[config.mk]
export PLATFORM = sky130hd
export DESIGN_NAME = calc_session_arbiter
export DESIGN_NICKNAME = d
export VERILOG_FILES = /design/src/rtl/calc_session_arbiter.sv
export SDC_FILE = /design/constraint.sdc
export NUM_CORES = 1
export LEC_CHECK = 0
export BUFFER_PORTS_ARGS = -buffer_cell sky130_fd_sc_hd__buf_2
export CORE_UTILIZATION = 25
export DETAILED_ROUTE_END_ITERATION = 8
export PLACE_DENSITY_LB_ADDON = 0.25
export SLEW_MARGIN = 15
export SYNTH_ARGS = -nofsm -noshare
export SYNTH_HDL_FRONTEND = slang
export SYNTH_SLANG_ARGS = --single-unit
[constraint.sdc]
create_clock -name clk -period 2.07 [get_ports clk]
set_input_delay 0.1035 -clock clk [delete_from_list [all_inputs] [get_ports clk]]
set_output_delay 0.1035 -clock clk [all_outputs]
set_load 0.1 [all_outputs]
[src/rtl/calc_session_arbiter.sv]
// Locks one of two token sources onto a shared calculator core per expression; grant at N+1 after request, result back at N+1 after core strobe.
// Tokens pass through combinationally under core_ready; stalled sessions are aborted by injecting a clear token after TIMEOUT idle cycles.
module calc_session_arbiter #(
  parameter int unsigned TIMEOUT = 16
) (
  input  logic        clk,
  input  logic        reset,
  input  logic [1:0]  req_valid,
  input  logic [15:0] req_token,
  output logic [1:0]  req_ready,
  output logic [7:0]  core_token,
  output logic        core_valid,
  input  logic        core_ready,
  input  logic [7:0]  core_result,
  input  logic        core_result_valid,
  output logic [1:0]  resp_valid,
  output logic [7:0]  resp_result,
  output logic        resp_error,
  output logic [1:0]  grant,
  output logic        busy
);

  typedef enum logic [1:0] {IDLE, GRANT, WAIT_RES, FLUSH} state_t;

  localparam logic [7:0] TOK_EQ  = 8'd2;
  localparam logic [7:0] TOK_CLR = 8'd3;
  localparam logic [7:0] TO_LAST = 8'(TIMEOUT - 1);

  state_t     state, state_n;
  logic       owner, owner_n;
  logic       prio, prio_n;
  logic [7:0] cnt, cnt_n;
  logic       resp_fire;
  logic [7:0] resp_res_n;
  logic       resp_err_n;
  logic [7:0] own_tok;
  logic       own_vld;

  assign own_tok = owner ? req_token[15:8] : req_token[7:0];
  assign own_vld = req_valid[owner];

  always_comb begin
    state_n    = state;
    owner_n    = owner;
    prio_n     = prio;
    cnt_n      = cnt;
    req_ready  = 2'b00;
    core_valid = 1'b0;
    core_token = 8'd0;
    resp_fire  = 1'b0;
    resp_res_n = 8'd0;
    resp_err_n = 1'b0;
    case (state)
      IDLE: begin
        if (|req_valid) begin
          owner_n = (&req_valid) ? prio : req_valid[1];
          state_n = GRANT;
          cnt_n   = 8'd0;
        end
      end
      GRANT: begin
        req_ready[owner] = core_ready;
        core_valid       = own_vld;
        core_token       = own_vld ? own_tok : 8'd0;
        if (own_vld && core_ready) begin
          cnt_n = 8'd0;
          if (own_tok == TOK_EQ) begin
            state_n = WAIT_RES;
          end else if (own_tok == TOK_CLR) begin
            state_n = IDLE;
            prio_n  = ~owner;
          end
        end else begin
          cnt_n = cnt + 8'd1;
          if (cnt == TO_LAST) state_n = FLUSH;
        end
      end
      WAIT_RES: begin
        if (core_result_valid) begin
          resp_fire  = 1'b1;
          resp_res_n = core_result;
          state_n    = IDLE;
          prio_n     = ~owner;
        end else begin
          cnt_n = cnt + 8'd1;
          if (cnt == TO_LAST) state_n = FLUSH;
        end
      end
      FLUSH: begin
        // No timeout here: the core must eventually take the clear.
        core_valid = 1'b1;
        core_token = TOK_CLR;
        if (core_ready) begin
          resp_fire  = 1'b1;
          resp_err_n = 1'b1;
          state_n    = IDLE;
          prio_n     = ~owner;
        end
      end
      default: state_n = IDLE;
    endcase
  end

  always_ff @(posedge clk) begin
    if (reset) begin
      state       <= IDLE;
      owner       <= 1'b0;
      prio        <= 1'b0;
      cnt         <= 8'd0;
      grant       <= 2'b00;
      busy        <= 1'b0;
      resp_valid  <= 2'b00;
      resp_result <= 8'd0;
      resp_error  <= 1'b0;
    end else begin
      state      <= state_n;
      owner      <= owner_n;
      prio       <= prio_n;
      cnt        <= cnt_n;
      grant      <= (state_n == IDLE) ? 2'b00 : (owner_n ? 2'b10 : 2'b01);
      busy       <= (state_n != IDLE);
      resp_valid <= resp_fire ? (owner ? 2'b10 : 2'b01) : 2'b00;
      if (resp_fire) begin
        resp_result <= resp_res_n;
        resp_error  <= resp_err_n;
      end
    end
  end

endmodule

==> results of run 1 <==
worst max path at each step:
stage                        start            end
after floorplan           state[1]  core_token[0]
after global placement       owner           prio
after detailed placement     owner           prio
after CTS                    owner           prio
after global routing      state[0]       grant[1]
final                        owner           prio
metrics by stage:
step                       util  hold WS, ps  TNS, ps  cell area [um^2]  worst slack [ps]
after floorplan               -          180    -3240              1460              -523
after global placement    0.360          353        0              1990               102
after detailed placement  0.360          364        0              1990              45.7
after CTS                 0.372         67.0        0              2060              26.9
after global routing      0.377         79.8        0              2090              5.43
final                     0.377         71.5        0              2090              79.9
sequential cells by signal (all words and copies together), names as in the netlist:
register and cells:
busy 1, prio 1, grant 2, owner 1, resp_error 1, resp_valid 2
state 2, cnt 8, resp_result 8
synth_stat cells (2+ instances only):
| master | number |
|---|---|
| a21boi_0 | 3 |
| a21oi_1 | 2 |
| a22oi_1 | 9 |
| and2_1 | 2 |
| and3_1 | 2 |
| clkbuf_1 | 5 |
| dfxtp_1 | 26 |
| ha_1 | 6 |
| inv_1 | 6 |
| mux2i_1 | 9 |
| nand2_1 | 6 |
| nand2b_1 | 3 |
| nand3_1 | 2 |
| nand4_1 | 4 |
| nor2_1 | 28 |
| nor2b_1 | 3 |
| nor3_1 | 2 |
| nor3b_1 | 2 |
| o2111ai_1 | 2 |
| o21ai_0 | 4 |
| o21bai_1 | 3 |
| or3_1 | 2 |
| xor2_1 | 6 |
power groups by stage:
stage / registers [mW] / logic (mW) / clock network, mW
floorplan: 0.910 / 0.711 / 0
global placement: 0.636 / 1.35 / 0
detailed placement: 0.637 / 1.34 / 0
CTS: 0.626 / 1.34 / 0.436
global route: 0.635 / 1.45 / 0.466
finish: 0.625 / 1.35 / 0.423
critical path, stage by stage (launching register included):
cell	delay (ps)
dfxtp_2	370
or4b_1	500
o22ai_4	190
nand3b_2	120
a2111oi_4	350
mux2_1	350
layer usage:
metal	global-route usage	part of all wire	vias up
met2	0.207	0.44	56
met1	0.167	0.48	617
met5	0	0	-
met4	0.0463	0.013	0
li1	-	-	699
met3	0.0256	0.066	7
area by class of cell:
cell class / instances / area [um^2] / share of cell area
repair buffers: 64 / 480 / 0.230
well taps: 72 / 90.1 / 0.0432
clock inverters: 1 / 30.0 / 0.0144
flip-flops and latches: 26 / 522 / 0.250
inverters: 6 / 22.5 / 0.0108
clock buffers: 3 / 41.3 / 0.0198
multi-input cells: 122 / 901 / 0.432
cell families after synthesis:
group / Yosys count
XOR/XNOR: 7
buffers and inverters: 13
flip-flops: 26
multiplexers: 11
AO/OA/AOI/OAI: 33
adder cells (fa/ha/maj): 6
AND/OR/NAND/NOR: 65
repair_timing:
action,in CTS,in global routing
endpoints found under the hold margin,0,0
endpoints found under the setup margin,0,14
gates resized for setup,0,6
==> impl_metrics.toml, run 1 <==
[power]
pwr-share-clk = 0.176
pwr_density_cell_mw_per_mm2 = 1150
combPwrFrac = 0.564
power_frac_seq = 0.260
peakVddDrop_uv = 518
leakage_nw = 0.918
power.total_mw = 2.40
switchingPower_mw = 1.14
p_int_mw = 1.27
sw_frac_of_total = 0.473

[floorplan]
die_x_um = 78.3
dieHeight_um = 78.3
row_count = 27
ios = 55
start_util = 0.262
die_area_mm2 = 0.00612
design.core.area_mm2 = 0.00554

[synth]
synth_compound_area_frac = 0.191
muxShareOfSynthArea = 0.0775
synth_fp_nets = 197
ys_ff_latch = 26
synth_top_cell_by_area = "dfxtp_1"
netlist_area_mm2 = 0.00145
synth_top_family_by_area = "simple AND/OR/NAND/NOR gates"
synth_sequential_area_ratio = 0.358
synth_xor_area_frac = 0.0422
yosysWarnings = 0
synthSimpleGateAreaFrac = 0.240
avgSynthCellArea_um2 = 9.03
synthArstFlopShare = 0
synthDistinctLibCells = 47
yosys.area_share.adder = 0.0516
synth-edff-count = 0
synthCells = 161
synth_top_area_share = 0.358
synth-main-ff-cell = "dfxtp_1"
netlist_top_cells_area = "dfxtp_1 (36%), nor2_1 (7.2%), mux2i_1 (6.2%), ha_1 (5.2%), a22oi_1 (4.6%)"

[worst_setup_path]
worstPathArrival_ps = 2160
path_max_fanout = 5
crit_type = "flip-flop to flip-flop"
critPathCaptureType = "flip-flop"
ff2ff_setup_slack_ps = 80
r2r-start = "owner"
required_ps = 2240
r2r_end = "prio"
reg2reg_depth = 5
start_kind = "flip-flop"

[routing]
wl_per_cell_um = 12.6
antenna_left = 0
dr.pass1.iters = 4
vias = 1379
wirelength_mm = 3.70
drc = 0
initialDrtViolationCount = 53
via_per_inst = 4.69

[outcome]
outcome = "complete, no violations"

[clocking]
numCtsBuffers = 3
htree_levels = 1
cts_max_path_buffers = 2
ctsHoldBuffers = 0
cts_setup_buffers = 0
clkTransAtPathRegs_ps = 100
ctsRootBufferMaster = "clkbuf_8"
cts_tree = "done"
clk_latency_ps = 270
cts_sinks = 26

[cells_and_area]
nNetsFinal = 259
nFillCells = 586
drive_above_1_share = 0.369
fin_cells = 294
n_antenna_cell = 0
final_common_cell = "buf_2"
final_cell_mix = "buf_2 (45), nor2_1 (27), dfxtp_1 (25)"
syn_to_final_growth_pct = 43.5

[timing]
finalMaxSlewViolations = 0
fin_crit_sh = 0.961
relSlewSlack = 0.675
final.setup_skew_ps = 8.30
tightest_slew_ps = 491
setup_viol = 0
rsz0062_at_grt = "false"
final_hold_viol_count = 0
period_minus_slack_ps = 1990
fmax_mhz = 502

[worst_hold_path]
hp-class = "input pin to flip-flop"
min_path_cells = 3
worstHoldEndpoint = "resp_result[0]"
hp-start = "core_result[0]"

[global_routing]
first_global_vias = 1393
grt_pass1_wl_mm = 6.30
grt.total_usage = 0.128
grt_max_degree = 17
antenna_found_initial = 0
grt_overflow = 0

[placed_design]
dpl.cell_count = 290
io_buffer_count = 54
dp_hpwl_mm = 2.83
gp_congestion = 0.836

[job]
max_cap_viol_count = 0
No activity file was read; power rests on OpenSTA's default activity.
==> run 2: changes to the inputs <==
--- a/config.mk
+++ b/config.mk
@@ -9,6 +9,7 @@
 export CORE_UTILIZATION = 25
 export DETAILED_ROUTE_END_ITERATION = 8
 export PLACE_DENSITY_LB_ADDON = 0.25
+export REMOVE_ABC_BUFFERS = 1
 export SLEW_MARGIN = 15
 export SYNTH_ARGS = -nofsm -noshare
 export SYNTH_HDL_FRONTEND = slang
==> run 2 against run 1 <==
Register-to-register slack improved by 40 ps. Fmax rose by 1.8%. Sequential power barely moved. Global-route usage fell by 0.74 points. Routed wire length fell by 4.9%. Flip-flop and latch count did not move. Die area did not move. Core utilization rose by 0.16 points. Sequential share of layout area fell by 0.10 points. Non-clock buffer count rose by 1. Clock skew fell by 5.4 ps. Critical path type unchanged.
==> impl_metrics.toml, run 2 (synthesis gave the netlist of run 1 again) <==
[worst_setup_path]
slowest_delay_ps = 400
path_max_fanout = 4
crit_type = "flip-flop to flip-flop"
critPathBufInv = 2
critPathCaptureType = "flip-flop"
worstPathCellList = "inv_1 -> ha_1 -> nor2b_1 -> buf_4 -> or3_1 -> o21bai_1 -> a21boi_0"
r2r-start = "state[0]"
critPathTopFamily = "simple AND/OR/NAND/NOR gates"
required_ps = 2220
start_kind = "flip-flop"
r2r_end = "grant[0]"
crit_slowest_cell = "dfxtp_1"
ff2ff_setup_slack_ps = 120
reg2reg_depth = 7
worstPathArrival_ps = 2110

[timing]
fin_crit_sh = 0.944
fmax_mhz = 512
rsz0062_at_grt = "false"
relSlewSlack = 0.674
tightest_slew_ps = 492
final_hold_viol_count = 0
finalMaxSlewViolations = 0
setup_viol = 0
setup_ws_ps = 115
final.setup.tns_ps = 0
final.setup_skew_ps = 2.92
period_minus_slack_ps = 1950

[floorplan]
design.core.area_mm2 = 0.00554
row_count = 27
dieHeight_um = 78.3
ios = 55
die_area_mm2 = 0.00612
start_util = 0.262
die_x_um = 78.3

[routing]
wl_per_cell_um = 11.9
dr.pass1.iters = 4
initialDrtViolationCount = 56
wirelength_mm = 3.52
via_per_inst = 4.64
antenna_left = 0
drc = 0
vias = 1370

[power]
switchingPower_mw = 1.12
power.total_mw = 2.39
leakage_nw = 0.928
power_frac_seq = 0.262
sw_frac_of_total = 0.469
peakVddDrop_uv = 528
combPwrFrac = 0.564
pwr-share-clk = 0.175
p_int_mw = 1.27
pwr_density_cell_mw_per_mm2 = 1140

[cells_and_area]
fin_cells = 295
final_common_cell = "buf_2"
nNetsFinal = 260
final_cell_mix = "buf_2 (45), nor2_1 (28), dfxtp_1 (25)"
n_antenna_cell = 0
largestRegisters = "cnt: 8 flops, resp_result: 8 flops"
syn_to_final_growth_pct = 44.1
drive_above_1_share = 0.372

[global_routing]
grt_pass1_wl_mm = 5.87
antenna_found_initial = 0
grt_max_degree = 16
grt.total_usage = 0.120
first_global_vias = 1284
grt_overflow = 0

[placed_design]
io_buffer_count = 54
gp_congestion = 0.817
dp_hpwl_mm = 2.71
dpl.cell_count = 290
post-place-ws_ps = 91.2

[clocking]
cts_max_path_buffers = 2
clkTransAtPathRegs_ps = 90
cts_tree = "done"
htree_levels = 1
clk_latency_ps = 270
ctsRootBufferMaster = "clkbuf_8"
cts_sinks = 26
numCtsBuffers = 3

[worst_hold_path]
hp-start = "core_result[1]"
min_path_cells = 3
hp-class = "input pin to flip-flop"
worstHoldEndpoint = "resp_result[1]"

[job]
max_cap_viol_count = 0

[outcome]
outcome = "complete, no violations"
-- run 2: cell type report --
| type | instances | area [um^2] |
|---|---|---|
| Timing Repair Buffer | 65 | 488 |
| Clock inverter | 1 | 30.0 |
| Multi-Input combinational cell | 122 | 902 |
| Inverter | 6 | 22.5 |
| Tap cell | 72 | 90.1 |
| Clock buffer | 3 | 41.3 |
| Fill cell | 578 | 3440 |
| Sequential cell | 26 | 522 |
-- run 2: timing repair --
action,4_1_cts,5_1_grt
setup buffers,0,1
setup endpoints to repair,0,11
hold buffers,0,0
gates resized for setup,0,7
-- run 2: metrics by stage --
| stage | util | cell area, um^2 | hold slack [ps] |
|---|---|---|---|
| 2_1_floorplan | - | 1420 | 176 |
| 3_3_place_gp | 0.359 | 1990 | 350 |
| 3_5_place_dp | 0.359 | 1990 | 369 |
| 4_1_cts | 0.372 | 2060 | 64.1 |
| 5_1_grt | 0.378 | 2100 | 88.4 |
| 6_report | 0.378 | 2100 | 76.1 |
-- run 2: power groups by stage --
stage | sequential, mW | combinational, mW | clock (mW)
2_1_floorplan | 0.929 | 0.672 | 0
3_3_place_gp | 0.636 | 1.34 | 0
3_5_place_dp | 0.635 | 1.33 | 0
4_1_cts | 0.624 | 1.34 | 0.437
5_1_grt | 0.636 | 1.43 | 0.461
6_report | 0.625 | 1.35 | 0.418
-- run 2: worst max-delay path by stage --
stage	startpoint	end	depth (start not counted)	slack, ps
2_1_floorplan	owner	core_token[0]	3	-620
3_3_place_gp	owner	prio	6	120
3_5_place_dp	owner	prio	6	90
4_1_cts	state[1]	core_token[1]	5	8
5_1_grt	owner	prio	5	20
6_report	state[0]	grant[0]	7	120
-- run 2: metal layers --
metal  track usage  vias up  part of all wire
met3        0.0256        9             0.071
met2         0.185       53              0.42
li1              -      703                 -
met1         0.155      605              0.48
met4        0.0667        0             0.029
met5             0        -                 0
-- run 2: worst reg2reg max path: cells and delay by family (launching register included) --
kind	cells	cell delay [ps]
compound gates	2	450
fa+ha+maj	1	240
buf+inv	2	260
flops	1	400
simple gates	2	500
==> run 3: changes to the inputs <==
--- a/config.mk
+++ b/config.mk
@@ -6,6 +6,7 @@
 export NUM_CORES = 1
 export LEC_CHECK = 0
 export BUFFER_PORTS_ARGS = -buffer_cell sky130_fd_sc_hd__buf_2
+export CORE_MARGIN = 2
 export CORE_UTILIZATION = 25
 export DETAILED_ROUTE_END_ITERATION = 8
 export PLACE_DENSITY_LB_ADDON = 0.25
==> constraint.sdc (replaced) <==
create_clock -name clk -period 2.2 [get_ports clk]
set_input_delay 0.11 -clock clk [delete_from_list [all_inputs] [get_ports clk]]
set_output_delay 0.11 -clock clk [all_outputs]
set_load 0.1 [all_outputs]
==> run 3 against run 2 <==
Total power decreased by 6.7%. Global-route usage shrank 0.10 points. Cell area is 3.1% lower. Register-to-register slack improved by 40 ps. Die area is 5.2% higher. Sequential power decreased by 5.8%.
==> impl_metrics.toml, run 3 (synthesis gave the netlist of run 1 again) <==
[outcome]
outcome = "complete, no violations"

[worst_setup_path]
crit_type = "flip-flop to flip-flop"
worstPathArrival_ps = 2210
critPathCaptureType = "flip-flop"
ff2ff_setup_slack_ps = 160
critPathLaunch = "owner"
start_kind = "flip-flop"
r2r_end = "prio"
path_max_fanout = 5
required_ps = 2370
endpoint = "prio"
reg2reg_depth = 5
r2r-start = "owner"

[timing]
final.setup_skew_ps = 6.66
final_hold_viol_count = 0
final.setup.tns_ps = 0
relSlewSlack = 0.674
tightest_slew_ps = 492
fin_crit_sh = 0.927
fmax_mhz = 490
finalMaxSlewViolations = 0
rsz0062_at_grt = "false"
setup_viol = 0
period_minus_slack_ps = 2040

[cells_and_area]
n_antenna_cell = 0
largestRegisters = "cnt: 8 flops, resp_result: 8 flops"
drive_above_1_share = 0.338
final_cell_mix = "buf_2 (45), nor2_1 (28), dfxtp_1 (26)"
final_common_cell = "buf_2"
nNetsFinal = 253
syn_to_final_growth_pct = 39.7

[floorplan]
die_x_um = 80.3
ios = 55
start_util = 0.261
row_count = 27
design.core.area_mm2 = 0.00557
die_area_mm2 = 0.00644
dieHeight_um = 80.3

[global_routing]
grt_pass1_wl_mm = 6.04
grt.total_usage = 0.119
busiest_layer = "met2"
grt_overflow = 0
grt.met2_usage = 0.183
use_met3 = 0.0247
antenna_found_initial = 0
first_global_vias = 1278
globalRouteMet1Util = 0.159
grt_max_degree = 17

[clocking]
ctsRootBufferMaster = "clkbuf_8"
cts_sinks = 26
numCtsBuffers = 3
cts_tree = "done"
clkTransAtPathRegs_ps = 90
clk_latency_ps = 270
htree_levels = 1
cts_max_path_buffers = 2
ctsHoldBuffers = 0

[job]
max_cap_viol_count = 0

[power]
leakage_nw = 0.885
peakVddDrop_uv = 396
pwr_density_cell_mw_per_mm2 = 1100
power.total_mw = 2.23

[routing]
wl_per_cell_um = 12.7
wirelength_mm = 3.67
antenna_left = 0
via_per_inst = 4.81
vias = 1386
drc = 0
initialDrtViolationCount = 51
dr.pass1.iters = 4

[worst_hold_path]
min_path_cells = 3
hp-class = "input pin to flip-flop"

[placed_design]
dp_hpwl_mm = 2.83
gp_congestion = 0.768
io_buffer_count = 54
run 3: timing repair:
| item | CTS | global route |
|---|---|---|
| buffers inserted | 0 | 0 |
| setup endpoints to repair | 0 | 21 |
| gates resized for setup | 0 | 4 |
run 3: metrics by stage:
| step | hold WS [ps] | instances | util | worst slack, ps | instance area, um^2 |
|---|---|---|---|---|---|
| 2_1_floorplan | 182 | 154 | - | -499 | 1420 |
| 3_3_place_gp | 358 | 284 | 0.349 | 85.4 | 1940 |
| 3_5_place_dp | 369 | 284 | 0.349 | 67.7 | 1940 |
| 4_1_cts | 75.2 | 288 | 0.362 | 53.3 | 2020 |
| 5_1_grt | 87.4 | 288 | 0.364 | 11.6 | 2030 |
| 6_report | 76.1 | 288 | 0.364 | 160 | 2030 |
run 3: final cells by class:
class / instances / area (um^2)
fill: 597 / 3540
multi-input combinational: 122 / 891
sequential: 26 / 520
timing repair buffer: 58 / 435
tap: 72 / 90.1
clock buffer: 3 / 41.3
clock inverter: 1 / 30.0
inverter: 6 / 22.5
run 3: worst min path at each step:
stage / slack [ps] / endpoint / start
6_report: 80 / resp_result[1] / core_result[1]
3_5_place_dp: 370 / resp_result[3] / core_result[3]
2_1_floorplan: 180 / owner / reset
3_3_place_gp: 360 / resp_result[7] / core_result[7]
4_1_cts: 80 / resp_result[1] / core_result[1]
5_1_grt: 90 / resp_result[5] / core_result[5]
run 3: layer usage:
| metal | part of all wire | up-vias |
|---|---|---|
| li1 | - | 688 |
| met1 | 0.47 | 632 |
| met2 | 0.42 | 62 |
| met3 | 0.086 | 4 |
| met4 | 0.017 | 0 |
| met5 | 0 | - |
run 3: power by group:
part | internal [mW] | leakage, nW | switching, mW
Sequential | 0.543 | 0.211 | 0.0464
Combinational | 0.382 | 0.638 | 0.860
Clock | 0.244 | 0.0357 | 0.154
run 3: critical path: stages (launching register included):
cell and delay [ps]:
dfxtp_1 410, or4b_1 500, o22ai_4 210, nand3b_2 120, a2111oi_4 350, mux2_1 340
